$ cat src/rtl/mod_2n1_mul_seq.sv
// mod_2n1_mul_seq: sequential (a*b) mod (2^N+1) multiplier, MSB-first Horner, valid/ready handshakes
module mod_2n1_mul_seq #(
    parameter int N = 4
) (
    input  logic       clk,
    input  logic       rst,
    input  logic       in_valid,
    output logic       in_ready,
    input  logic [N:0] in_a,
    input  logic [N:0] in_b,
    output logic       out_valid,
    input  logic       out_ready,
    output logic [N:0] out_p
);
    localparam int CW = $clog2(N + 1);
    localparam logic [N+2:0] MOD = {3'b001, {N{1'b0}}} + {{(N+2){1'b0}}, 1'b1};
    localparam logic [N+2:0] MOD2 = {MOD[N+1:0], 1'b0};

    typedef enum logic [1:0] {IDLE, BUSY, DONE} state_t;

    state_t        state, state_n;
    logic [N:0]    a_r, b_r, acc, acc_n, a_in, b_in;
    logic [CW-1:0] cnt;
    logic [N+2:0]  t, tr;

    assign in_ready  = state == IDLE;
    assign out_valid = state == DONE;

    // operand pre-reduction (one subtraction suffices) and one Horner step with k in {0,1,2}
    always_comb begin
        a_in  = in_a >= MOD[N:0] ? in_a - MOD[N:0] : in_a;
        b_in  = in_b >= MOD[N:0] ? in_b - MOD[N:0] : in_b;
        t     = {1'b0, acc, 1'b0} + (b_r[cnt] ? {2'b00, a_r} : '0);
        tr    = t >= MOD2 ? t - MOD2 : t >= MOD ? t - MOD : t;
        acc_n = tr[N:0];
    end

    // next-state decode
    always_comb begin
        state_n = state;
        case (state)
            IDLE:    state_n = in_valid ? BUSY : IDLE;
            BUSY:    state_n = cnt == '0 ? DONE : BUSY;
            DONE:    state_n = out_ready ? IDLE : DONE;
            default: state_n = IDLE;
        endcase
    end

    // state register
    always_ff @(posedge clk) begin
        state <= rst ? IDLE : state_n;
    end

    // datapath: capture reduced operands, step the accumulator, latch the result
    always_ff @(posedge clk) begin
        if (rst) begin
            a_r   <= '0;
            b_r   <= '0;
            acc   <= '0;
            cnt   <= '0;
            out_p <= '0;
        end else if (state == IDLE && in_valid) begin
            a_r <= a_in;
            b_r <= b_in;
            acc <= '0;
            cnt <= CW'(N);
        end else if (state == BUSY) begin
            acc <= acc_n;
            cnt <= cnt - CW'(1);
            if (cnt == '0) out_p <= acc_n;
        end
    end
endmodule

$ cat config.mk
export PLATFORM = sky130hd
export DESIGN_NAME = mod_2n1_mul_seq
export DESIGN_NICKNAME = d
export VERILOG_FILES = /design/src/rtl/mod_2n1_mul_seq.sv
export SDC_FILE = /design/constraint.sdc
export NUM_CORES = 1
export LEC_CHECK = 0
export ABC_AREA = 0
export BUFFER_PORTS_ARGS = -buffer_cell sky130_fd_sc_hd__buf_2
export CAP_MARGIN = 20
export CORE_MARGIN = 5
export CORE_UTILIZATION = 59
export CTS_CLUSTER_SIZE = 16
export DETAILED_ROUTE_END_ITERATION = 7
export PLACE_DENSITY_LB_ADDON = 0.25
export SYNTH_ARGS = -nofsm -noshare
export SYNTH_HDL_FRONTEND = slang
export SYNTH_SLANG_ARGS = --single-unit
$ cat constraint.sdc
create_clock -name clk -period 5.8 [get_ports clk]
set_input_delay 0.87 -clock clk [delete_from_list [all_inputs] [get_ports clk]]
set_output_delay 0.87 -clock clk [all_outputs]
set_load 0.1 [all_outputs]
==> summary.md <==
## Global routing
• **via count of the first global-routing pass** 1558
• **largest net degree at the start of global routing** 20
• **total global-route track usage** 0.201
• **gr ovfl total** 0
• **number of antenna violations at the first check in global routing** 0
• **wire length of the first global-routing pass** 6820 um

## Pwr
• **Sequential Power Share** 0.464
• **worst supply voltage drop on vdd** 0.198 mV
• **relative contribution of combinational cells to total power** 0.344
• **internal power** 258 uW
• **Clock power frac** 0.192
• **net switching share of the total power** 0.392
• **Sw Pwr** 166 uW
• **static leakage** 0.000762 uW
• **power per cell area** 229 mW/mm2
• **overall power after layout** 423 uW

## Critical path
• **cell-by-cell trace of the critical path** inv_1 -> or3_2 -> o21ai_0 -> and2_1 -> ha_1 -> inv_1 -> fa_1 -> ha_1 -> and4_1 -> o21ai_1 -> and2_0 -> o221ai_2 -> xnor2_1 -> a211oi_1
• **endpoint class of the critical path** register
• **data required time at the worst endpoint** 6.04 ns
• **element type at the critical path start** register
• **cell count along the critical path** 14
• **crit path kind** register to register
• **critical path's top delay family** simple AND/OR/NAND/NOR gates
• **number of buffers and inverters on the critical path** 2
• **WP data arrival** 3.94 ns
• **crit-path max cell delay** 0.60 ns
• **worst reg2reg path depth** 14
• **crit path max fanout** 6
• **worst-path cell with the longest stage delay** fa_1

## STA
• **total negative setup slack** 0 ns
• **final max-slew violation count** 0
• **unrepaired setup endpoints after global routing** false
• **Slew @ Worst Pin** 0.841 ns
• **Tcrit/Tclk final** 0.638
• **headroom to the max-slew limit** 0.438
• **Hold Vio Cnt, Final** 0
• **skew final** 0.00267 ns
• **total of endpoints with negative setup slack in the final report** 0
• **clock period minus final worst setup slack** 3.70 ns
• **Hold Worst Slack** 0.465 ns
• **highest attainable clock frequency** 270 MHz

## Synth
• **Yosys Warn Count** 0
• **number of enable-type register cells in the synthesized netlist** 0
• **synthesized area divided by synthesized cell count** 8.10 um2
• **net count after synthesis** 241
• **dominant register cell in the synthesized netlist** dfxtp_1
• **Cell variety after synth** 45
• **cell count after synthesis** 212
• **total standard cell area after synthesis** 0.00172 mm2
• **share of async-settable or async-resettable flops after synthesis** 0
• **number of storage elements in the synthesis netlist** 25
• **part of the Yosys area used for sequential elements** 0.291

## Floorplan
• **die area** 0.00409 mm2
• **Placement Rows** 19
• **Core Region** 0.00278 mm2
• **horizontal die dimension** 64.0 um
• **die span in y** 64.0 um
• **starting density of the core** 0.618
• **I/O pin count** 21

## Clock network
• **TritonCTS Buffers** 3
• **TritonCTS clock tree** done
• **Gates resized, CTS repair** 0
• **post-cts hold buffer count** 0
• **number of sinks handled by clock tree synthesis** 25
• **number of setup buffers added after CTS** 0
• **Clk Latency, worst-skew pair** 0.32 ns
• **Max clock buf depth** 2
• **root buffer selected by CTS** clkbuf_4
• **register clock-pin slew on the reported worst setup and hold paths** 0.14 ns
• **number of H-tree levels** 1

## Routing
• **number of remaining DRC errors** 0
• **WL per Instance** 15.3 um
• **number of nets with antenna violations after routing** 0
• **overall via count from detail_route** 1588
• **average vias per placed instance** 6.08
• **count of routing violations after the opening detailed-route iteration** 94
• **overall routed net length** 3990 um
• **router iterations before antenna repair** 4

## Run
• **count of max-cap constraint violations** 0

## Cells and area
• **Antenna Diode Count** 0
• **area added between synthesis and finish** 7.87%
• **count of filler cells inserted in the layout** 249
• **final standard cell count with taps included and fillers excluded** 261
• **number of nets in the layout** 260
• **layout cells sized above 1** 0.152
• **area of all placed cells without fillers** 0.00185 mm2

## Placed design
• **Post-DP Area** 0.00183 mm2
• **Cells after DPL** 257
• **buffers added on ports** 20
• **Placer Congestion** 0.876
• **dpl hpwl** 3180 um

## Worst hold path
• **worst hold-check path type** register to register
• **worst hold path depth** 2

## Outcome
• **outcome** finished, final reports clean

cells by family (layout without fill, tap and decap cells):
| group | count (synthesis) | after routing | share of synthesized area |
|---|---|---|---|
| and+or+nand+nor | 89 | 89 | 0.263 |
| AOI/OAI and AO/OA | 47 | 47 | 0.192 |
| DFF | 25 | 25 | 0.291 |
| buffers and inverters | 20 | 38 | 0.0481 |
| adders and majority gates | 15 | 15 | 0.114 |
| xor gates and xnor gates | 9 | 9 | 0.0503 |
| muxes | 7 | 7 | 0.0422 |
layout make-up:
type | count | area [um2] | area share
Multi-Input combinational cell | 167 | 1130 | 0.612
Sequential cell | 25 | 500 | 0.270
Timing Repair Buffer | 20 | 100 | 0.0540
Inverter | 14 | 52.6 | 0.0284
Tap cell | 31 | 38.8 | 0.0209
Clock buffer | 4 | 26.3 | 0.0142
registers in the layout (all words and copies together) (netlist names):
signal	count
a_r	5
acc	5
b_r	5
cnt	3
out_p	5
state	2
cells in the mapped netlist, types with 2 or more instances:
cell,instances,share of area
a211oi_1,10,0.044
a21oi_1,14,0.041
and2_1,4,0.015
and3_1,3,0.011
clkbuf_1,5,0.011
dfxtp_1,25,0.29
ha_1,14,0.10
inv_1,14,0.031
mux2_2,2,0.013
mux2i_1,5,0.029
nand2_1,22,0.048
nand2b_1,2,0.0073
nand3_1,3,0.0087
nand3b_1,3,0.013
nand4_1,4,0.015
nor2_1,25,0.055
nor2b_1,5,0.018
nor3_1,5,0.015
nor4_1,3,0.011
o2111ai_1,4,0.020
o211ai_1,2,0.0087
o21ai_0,8,0.023
xnor2_1,8,0.041
worst min-delay path, cell delays in order (launching register included):
cell and delay, ns:
dfxtp_1 0.34, nand2_1 0.05, a21oi_1 0.05
path summary, 6_finish.rpt:
kind,from,endpoint,slack [ns]
max,cnt[0]$_SDFFE_PP0P_,out_p[3]$_SDFFE_PP0P_,2.10
max reg2reg,cnt[0]$_SDFFE_PP0P_,out_p[3]$_SDFFE_PP0P_,2.10
min reg2reg,b_r[4]$_SDFFE_PP0P_,b_r[4]$_SDFFE_PP0P_,0.47
min,b_r[4]$_SDFFE_PP0P_,b_r[4]$_SDFFE_PP0P_,0.47
power groups by stage:
stage               Combinational (uW)  Clock, uW  Sequential, uW
floorplan                         95.4          0             216
detailed placement                 143          0             200
global placement                   139          0             199
finish                             146       81.4             196
global route                       160       87.7             198
CTS                                144       79.6             196
stage by stage:
stage | setup slack, ns | util
after floorplan | 2.59 | -
after global placement | 2.41 | 0.657
after detailed placement | 2.20 | 0.657
after CTS | 2.16 | 0.666
after global routing | 1.90 | 0.666
final | 2.10 | 0.666
layout by cell type (no fill, tap or decap), types with 5 or more instances in the layout:
cell type | netlist | layout
a211oi_1 | 10 | 10
a21oi_1 | 14 | 14
buf_2 | 0 | 20
dfxtp_1 | 25 | 25
ha_1 | 14 | 14
inv_1 | 14 | 14
mux2i_1 | 5 | 5
nand2_1 | 22 | 22
nor2_1 | 25 | 25
nor2b_1 | 5 | 5
nor3_1 | 5 | 5
o21ai_0 | 8 | 8
xnor2_1 | 8 | 8
layer usage:
layer / GRT usage / up-vias / wire length (um)
li1: - / 786 / -
met1: 0.291 / 751 / 1970
met2: 0.303 / 40 / 1740
met3: 0.0333 / 11 / 198
met4: 0.0623 / 0 / 87
met5: 0 / - / 0
Note: power is estimated with default switching activity, not from simulation.
